===== config.mk =====
export PLATFORM = sky130hd
export DESIGN_NAME = scan_rx
export DESIGN_NICKNAME = d
export VERILOG_FILES = /design/src/rtl/scan_rx.sv
export SDC_FILE = /design/constraint.sdc
export NUM_CORES = 1
export LEC_CHECK = 0
export BUFFER_PORTS_ARGS = -buffer_cell sky130_fd_sc_hd__buf_2
export CAP_MARGIN = 20
export CORE_UTILIZATION = 55
export CTS_CLUSTER_SIZE = 25
export DETAILED_ROUTE_END_ITERATION = 10
export HOLD_SLACK_MARGIN = 0.08
export PLACE_DENSITY = 0.8
export SLEW_MARGIN = 20
export SYNTH_ARGS = -nofsm -noshare
export SYNTH_HDL_FRONTEND = slang
export SYNTH_SLANG_ARGS = --single-unit
export TNS_END_PERCENT = 5

===== constraint.sdc =====
create_clock -name clk -period 2.4 [get_ports clk]
set_input_delay 0.48 -clock clk [delete_from_list [all_inputs] [get_ports clk]]
set_output_delay 0.48 -clock clk [all_outputs]
set_load 0.005 [all_outputs]

===== src/rtl/scan_rx.sv =====
// scan_rx -- host-side receiver for the dual-scanner double-buffer transfer
// interface. Watches both scanners' ready flags, issues a one-cycle active-low
// transfer request, collects the resulting byte burst into a FIFO for the host
// and reports per-burst length, checksum and sticky timeout/overflow errors.
//
// Ports:
//   clk          single clock, all logic on posedge
//   rst          asynchronous, active-low reset
//   enable       allows new bursts to start
//   ready_a/b    scanner 1 / scanner 2 ready to transfer
//   transfer_n   active-low transfer request (one cycle)
//   sel          scanner being served (0 = scanner 1, 1 = scanner 2)
//   data_valid   byte present on data_in
//   data_src     source of data_in
//   data_in      transferred byte
//   rd_en        host pops one FIFO entry
//   rd_data      registered FIFO head, updated on a pop
//   empty/full   FIFO status
//   busy         state is not IDLE
//   burst_done   one-cycle pulse at burst end
//   last_count   bytes accepted in the last burst
//   last_sum     mod-256 sum of the bytes accepted in the last burst
//   err_timeout  sticky: a burst was aborted by timeout
//   err_overflow sticky: a byte was dropped on a full FIFO
module scan_rx #(
  parameter int BURST_LEN  = 100,
  parameter int TIMEOUT    = 255,
  parameter int FIFO_DEPTH = 16
) (
  input  logic       clk,
  input  logic       rst,
  input  logic       enable,
  input  logic       ready_a,
  input  logic       ready_b,
  output logic       transfer_n,
  output logic       sel,
  input  logic       data_valid,
  input  logic       data_src,
  input  logic [7:0] data_in,
  input  logic       rd_en,
  output logic [7:0] rd_data,
  output logic       empty,
  output logic       full,
  output logic       busy,
  output logic       burst_done,
  output logic [7:0] last_count,
  output logic [7:0] last_sum,
  output logic       err_timeout,
  output logic       err_overflow
);

  localparam int AW = $clog2(FIFO_DEPTH);
  localparam int TW = $clog2(TIMEOUT + 1);

  typedef enum logic [1:0] {IDLE, REQ, RECV, DONE} state_e;

  state_e          state_q, state_d;
  logic            sel_q, sel_d;
  logic            last_sel_q, last_sel_d;
  logic [7:0]      cnt_q, cnt_d;
  logic [7:0]      sum_q, sum_d;
  logic [TW-1:0]   to_q, to_d;
  logic [7:0]      last_count_q, last_count_d;
  logic [7:0]      last_sum_q, last_sum_d;
  logic            err_to_q, err_to_d;
  logic            err_ov_q, err_ov_d;
  logic [AW:0]     wptr_q, rptr_q;
  logic [7:0]      rd_data_q;
  logic [7:0]      mem [FIFO_DEPTH];

  logic accept, pop, push, start, burst_end, to_expire;

  assign empty = (wptr_q == rptr_q);
  assign full  = (wptr_q[AW] != rptr_q[AW]) && (wptr_q[AW-1:0] == rptr_q[AW-1:0]);

  assign accept    = (state_q == RECV) && data_valid && (data_src == sel_q);
  assign pop       = rd_en && !empty;
  // A pop in the same cycle frees a slot, so a push into a full FIFO still lands.
  assign push      = accept && (!full || pop);
  assign start     = (state_q == IDLE) && (state_d == REQ);
  assign burst_end = accept && (cnt_q == 8'(BURST_LEN - 1));
  assign to_expire = (state_q == RECV) && !accept && (to_q == TW'(TIMEOUT - 1));

  // FSM state register
  always_ff @(posedge clk or negedge rst) begin
    if (!rst) state_q <= IDLE;
    else      state_q <= state_d;
  end

  // FSM next state
  always_comb begin
    state_d = state_q;
    case (state_q)
      IDLE:    if (enable && (ready_a || ready_b)) state_d = REQ;
      REQ:     state_d = RECV;
      RECV:    if (burst_end || to_expire) state_d = DONE;
      DONE:    state_d = IDLE;
      default: state_d = IDLE;
    endcase
  end

  // FSM outputs
  always_comb begin
    transfer_n = 1'b1;
    busy       = 1'b1;
    burst_done = 1'b0;
    case (state_q)
      IDLE:    busy       = 1'b0;
      REQ:     transfer_n = 1'b0;
      DONE:    burst_done = 1'b1;
      default: ;
    endcase
  end

  // Burst bookkeeping
  always_comb begin
    sel_d        = sel_q;
    last_sel_d   = last_sel_q;
    cnt_d        = cnt_q;
    sum_d        = sum_q;
    to_d         = to_q;
    last_count_d = last_count_q;
    last_sum_d   = last_sum_q;
    err_to_d     = err_to_q;
    err_ov_d     = err_ov_q;
    if (start) begin
      // Round-robin only matters when both are ready; otherwise serve whoever is.
      sel_d      = (ready_a && ready_b) ? ~last_sel_q : ready_b;
      last_sel_d = sel_d;
      cnt_d      = '0;
      sum_d      = '0;
      to_d       = '0;
    end
    if (state_q == RECV) begin
      if (accept) begin
        cnt_d = cnt_q + 8'd1;
        sum_d = sum_q + data_in;
        to_d  = '0;
        if (!push) err_ov_d = 1'b1;
      end else begin
        to_d = to_q + 1'b1;
        if (to_expire) err_to_d = 1'b1;
      end
      // Publish results on entry to DONE so they are valid alongside burst_done.
      if (burst_end || to_expire) begin
        last_count_d = cnt_d;
        last_sum_d   = sum_d;
      end
    end
  end

  always_ff @(posedge clk or negedge rst) begin
    if (!rst) begin
      sel_q        <= 1'b0;
      last_sel_q   <= 1'b1;  // makes scanner 1 win the first contention
      cnt_q        <= '0;
      sum_q        <= '0;
      to_q         <= '0;
      last_count_q <= '0;
      last_sum_q   <= '0;
      err_to_q     <= 1'b0;
      err_ov_q     <= 1'b0;
      wptr_q       <= '0;
      rptr_q       <= '0;
      rd_data_q    <= '0;
    end else begin
      sel_q        <= sel_d;
      last_sel_q   <= last_sel_d;
      cnt_q        <= cnt_d;
      sum_q        <= sum_d;
      to_q         <= to_d;
      last_count_q <= last_count_d;
      last_sum_q   <= last_sum_d;
      err_to_q     <= err_to_d;
      err_ov_q     <= err_ov_d;
      if (push) wptr_q <= wptr_q + 1'b1;
      if (pop) begin
        rptr_q    <= rptr_q + 1'b1;
        rd_data_q <= mem[rptr_q[AW-1:0]];
      end
    end
  end

  // FIFO storage carries no reset; pointers define validity.
  always_ff @(posedge clk) begin
    if (push) mem[wptr_q[AW-1:0]] <= data_in;
  end

  assign sel          = sel_q;
  assign rd_data      = rd_data_q;
  assign last_count   = last_count_q;
  assign last_sum     = last_sum_q;
  assign err_timeout  = err_to_q;
  assign err_overflow = err_ov_q;

endmodule


-- Word-level counts from Yosys, hierarchy flattened
Memories as Yosys holds them, arrays and structs flattened. A register that Yosys moved wholly into a read port is not among the register bits.
Index checks and enable logic that the tools add are counted.
- output and inout bits: 32
- bits in registers: 56
- word-level logic and storage cells: 72
- bits in writable memories: 128
- memories kept: 1
- memories (memory ; words ; width ; rd ports ; clocked after Yosys merged registers in ; write ports ; RTL line ; source):
    mem ; 16 ; 8 ; 1 ; 1 ; 1 ; 69 ; logic [7:0] mem [FIFO_DEPTH];
- equality and inequality tests: 10
- bitwise logic cells: 3
- reduce and logical (&&, ||, !) cells: 23
- mux-type cells: 18
- add/sub/neg operators: 5
- operator list (operator ; count):
    2-to-1 mux 8 bit ; 9
    adder 8 x 1 -> 8 bit (second input constant) ; 2
    logical AND 1 bit ; 11
    adder 5 x 1 -> 5 bit (second input constant) ; 2
    adder 8 bit ; 1
    == test 8 x 7 -> 1 bit (second input constant) ; 1
    == test 8 bit (second input constant) ; 1
    case mux 2 bit (4 select lines) ; 1
    2-to-1 mux 1 bit ; 6
    AND reduction 3 bit ; 2
    == test 5 bit ; 1
    == test 2 x 1 -> 1 bit (second input constant) ; 2
    == test 2 bit (second input constant) ; 2
    == test 4 bit ; 1
    logical NOT 1 bit ; 4
    2-to-1 mux 2 bit ; 2
    logical OR 1 bit ; 3
    inverter 1 bit ; 3
    logical NOT 2 bit ; 1
    AND reduction 2 bit ; 1
    nonzero test 2 bit ; 1
    == test 1 bit ; 1
    != test 1 bit ; 1

-- Logic depth before layout (Yosys ltp)
- word-level depth: 14
- depth in mapped cells: 9
- gate-level depth less buffers: 8

-- Worst setup path after synthesis
Ideal clock, no wire load.
- path kind: register -> register
- from: register state_q[0]
- to: memory mem[1][0] (enable)
- required time: 2005 ps
- setup time: 395 ps
- buffers on the path: 1
- arrival time: 2240 ps
- setup slack: -235 ps
- stages on the path, launching flop included: 8
- cell sequence: dfrtp_1 > inv_1 > ha_1 > nand2_1 > nor2_1 > buf_2 > o21ai_1 > nor4_1
- word-level cells in the longest chain between the ends: 6
- RTL lines (element ; RTL line ; source):
    from (decl) ; 57 ; state_e state_q, state_d;
    from (signal assigned) ; 87 ; else state_q <= state_d;
    == test 2 bit ; 76 ; assign accept = (state_q == RECV) && data_valid && (data_src == sel_q);
    logical AND 1 bit (2 in a row) ; 76 ;
    logical AND 1 bit ; 79 ; assign push = accept && (!full || pop);
    2-to-1 mux 1 bit ; 186 ; if (push) mem[wptr_q[AW-1:0]] <= data_in;
    2-to-1 mux 1 bit (implied by the code) ; 186 ;
    to (decl) ; 69 ;
No other way between the ends.

-- Worst setup path after layout
- from: register wptr_q[2]
- to: output port empty
- word-level cells in the longest chain between the ends: 1
- RTL lines (element ; RTL line ; source):
    from (decl) ; 67 ; logic [AW:0] wptr_q, rptr_q;
    from (signal assigned) ; 176 ; if (push) wptr_q <= wptr_q + 1'b1;
    == test 5 bit ; 73 ; assign empty = (wptr_q == rptr_q);
    to (decl) ; 42 ; output logic empty,
No other way between the ends.

==> metrics.md <==
| Metric | Value |
|---|---|
| Status | `finished clean` |
| Distinct cells, synth | `60` |
| Max VDD drop | `~0.00067 V` |
| Drt total wl | `16,900 um` |
| Sequential Area | `~0.0054 mm2` |
| Tcrit/Tclk final | `96.4%` |
| Synthesis-stage register bit count | `192` |
| H-Tree Depth | `4` |
| Asr flop ratio synth | `between 30% and 40%` |
| Syn_area_per_cell | `approximately 16 um2` |
| Post-Layout Inst Area | `0.00935 mm2` |
| Skew final | `0.0107 ns` |
| Ys Warns | `0` |
| Hold/Removal Path Class | `primary input to flip-flop` |
| First-pass DRT Iterations | `5` |
| Mux share of post-synthesis cell area | `between 10 and 15%` |
| Initial Util | `56.2%` |
| Commonest cells post-synth | `edfxtp_1 (128), dfrtp_1 (63), mux4_2 (32)` |
| Placed cell area | `a little under 0.009 mm2` |
| Initial antenna violation count | `0` |
| RR Endpoint | `last_sum[7]` |
| Slew Limit Fails | `0` |
| Worst Tran Pin Value | `between 0.6 and 0.7 ns` |
| Cells after Synth | `about 520` |
| Post-Syn Area | `around 0.0081 mm2` |
| Worst hold margin | `roughly 0.29 ns` |
| Worst Path Class, Setup | `flip-flop to output pin` |
| Worst-path maximum fanout | `11` |
| Area occupied by multi-input gates | `around 0.0025 mm2` |
| # rows | `44` |
| CTS clock-pin slew for the worst setup and hold paths | `approximately 0.070 ns` |
| Syn_nets | `roughly 560` |
| CP arrival | `between 1.5 and 2 ns` |
| CP Capture Type | `output pin` |
| Setup violators final | `0` |
| Critical Path, Cell by Cell | `xor2_1 -> nor4_4 -> and2_1 -> buf_2` |
| Final core occ | `64.6%` |
| Layout Nets | `between 600 and 700` |
| Post-synthesis compound-gate area fraction | `about 7.8%` |
| Endpoints failing hold | `0` |
| Inst Count DP | `~760` |
| Crit path max-delay cell type | `dfrtp_2` |
| Final critical-path required period | `2.31 ns` |
| Flop2flop setup slack | `between 0.1 and 0.15 ns` |
| Grt ovf | `0` |
| Largest net degree at the start of global routing | `65` |
| Maximum clock path buffer count | `2` |
| DR WL/cell | `21.0 um` |
| Crit. Startpoint | `wptr_q[2]` |
| Total CTS buffers | `17` |
| Top post-synthesis cells by area | `edfxtp_1 (47%), dfrtp_1 (19%), mux4_2 (8.9%)` |
| Slew HR | `a little under three fifths` |
| Clock tree from TritonCTS | `yes` |
| CTS root buffer | `clkbuf_16` |
| WP buf/inv | `1` |
| PnR worst setup slack | `0.0870 ns` |
| Width of the die | `roughly 120 um` |
| Vias in the first global route | `between 4,000 and 5,000` |
| Number of max-cap violations | `0` |
| Syn-to-layout area delta | `14.9%` |
| Fillers | `995` |
| Share of layout cells above drive strength 1 | `28.4%` |
| CORE AREA | `between 0.01 and 0.015 mm2` |
| Yosys top cell by area | `edfxtp_1` |
| DP Worst Slack | `between 0.1 and 0.15 ns` |
| Antenna Cells | `0` |
| Final GP Congestion | `around 0.89` |
| WP depth | `4` |
| Final Non-Filler Cells | `801` |
| Post-synth EDFFs | `between 100 and 150` |
| PwrDens | `around 1000 mW/mm2` |
| DP HPWL | `11,100 um` |
| R2R depth | `7` |
| Count leader, synth | `edfxtp_1` |
| Buffers on Ports | `47` |
| CP required | `roughly 1.9 ns` |
| Top delay family on crit path | `simple AND/OR/NAND/NOR gates` |
| Pleak | `3.62 nW` |
| Post-DR vias/cell | `~6.1` |
| Post-synth top area share | `47.2%` |
| Die Footprint | `roughly 0.015 mm2` |
| Adder-Cell Fraction of Synth Area | `~3.2%` |
| DRT antenna net count | `0` |
| Initial drt markers | `roughly 360` |
| Crit path capture | `empty` |
| Gr usage total | `a little under a quarter` |
| Residual DRC | `0` |
| XOR/XNOR Fraction of Synth Area | `between 1.5 and 2%` |
| Clock Latency Late Sink | `between 0.4 and 0.5 ns` |
| Crit start category | `flip-flop` |
| Num ports | `between 40 and 50` |
| Sink Count | `around 190` |
| Crit-path max cell delay | `0.49 ns` |
| Max frequency | `about 430 MHz` |
| DIE HEIGHT | `about 120 um` |
| Ys flop type | `edfxtp_1` |
| Largest family of logic cells by synthesized area | `multiplexers` |
| Unrepaired setup endpoints after global routing | `true` |
| Vias | `just under 5,000` |
| Critical R2R Launch | `state_q[0]` |
| First-pass GRT wire length | `approximately 26,000 um` |
| Sequential share of the synthesized area | `66.9%` |
| Post-synthesis simple-gate area fraction | `about 6.9%` |
[cells in the final DEF (no fill, tap or decap), types with 3 or more instances in the layout]
cell type   instances
nor2b_1             4
clkbuf_16          17
nand4_1             3
o21bai_1            3
nand2_1            29
nor3_1              7
dfrtp_1            61
a211oi_1            3
o21ai_0            22
edfxtp_1          128
buf_4              38
o31ai_1            10
buf_2              47
inv_1              19
nand3_1            17
nor2_1             25
and3_1              3
xor2_1             10
a21oi_1             8
xnor2_1             7
clkinv_2            3
o22ai_1            17
nor4_1              5
mux4_2             32
clkinvlp_4          3
a31oi_1             4
mux2_2             13
ha_1               19
nand2b_1            6
[through the flow]
stage | TNS (ns) | power, mW
2_1_floorplan | -11.07 | 6.25
3_3_place_gp | 0 | 6.89
3_5_place_dp | 0 | 7.00
4_1_cts | 0 | 9.68
5_1_grt | -0.0833 | 10.1
6_report | 0 | 9.67
[worst min path at each step]
| stage | depth (start not counted) | slack [ns] | endpoint | startpoint |
|---|---|---|---|---|
| after floorplan | 0 | 0.18 | cnt_q[0] | rst |
| after detailed placement | 2 | 0.46 | last_sel_q | last_sel_q |
| after global routing | 3 | 0.31 | last_sel_q | ready_b |
| after CTS | 3 | 0.28 | last_sel_q | ready_b |
| final | 3 | 0.29 | last_sel_q | ready_b |
| after global placement | 2 | 0.45 | last_sel_q | last_sel_q |
[worst reg2reg max path: stages, from the launching register on]
cell	delay, ns
dfrtp_1	0.42
inv_1	0.15
ha_1	0.22
o211ai_1	0.17
a211oi_2	0.38
nor2_2	0.17
a221o_1	0.41
mux2_2	0.27
[power breakdown]
group	switching [mW]	leakage, nW	internal [mW]
registers	0.289	1.97	3.94
logic	1.54	1.37	1.22
clock network	1.23	0.270	1.45
total	3.06	3.62	6.61
[metal layers]
metal  global-route usage [%]  vias to the layer above  part of all wire [%]
met5                        0                        -                     0
met4                     9.04                        0                   2.7
met3                     6.36                       34                   6.7
met2                     40.1                      205                    50
met1                     29.1                     2427                    40
li1                         -                     2181                     -
[cell families (layout without fill, tap and decap cells)]
logic type	after synthesis	after routing
flip-flops	192	192
AND/OR/NAND/NOR	111	111
AO/OA/AOI/OAI	93	93
multiplexers	46	46
buffers and inverters	42	138
adder cells (fa/ha/maj)	20	20
XOR/XNOR	17	17
[cell type report]
| type | instances | share of cell area, % |
|---|---|---|
| clock buffers | 18 | 4.59 |
| clock inverters | 14 | 1.46 |
| inverters | 19 | 0.763 |
| multi-input cells | 287 | 26.6 |
| flip-flops and latches | 192 | 58.3 |
| well taps | 184 | 2.46 |
| repair buffers | 87 | 5.89 |
[sequential cells by signal, indices dropped and copies added, names as in the netlist, 5 cells and up]
name and count:
last_count 8, mem 128, to_q 8, last_sum 8
rptr_q 5, wptr_q 5, rd_data 8, sum_q 8
cnt_q 8
[repair_timing]
action                                 in CTS  in global routing
endpoints found under the hold margin      17                  0
hold buffers                                1                  0
gates resized for setup                     0                  1
setup endpoints to repair                   0                 88
buffers inserted                            0                  4
No activity file was read; power rests on OpenSTA's default activity.
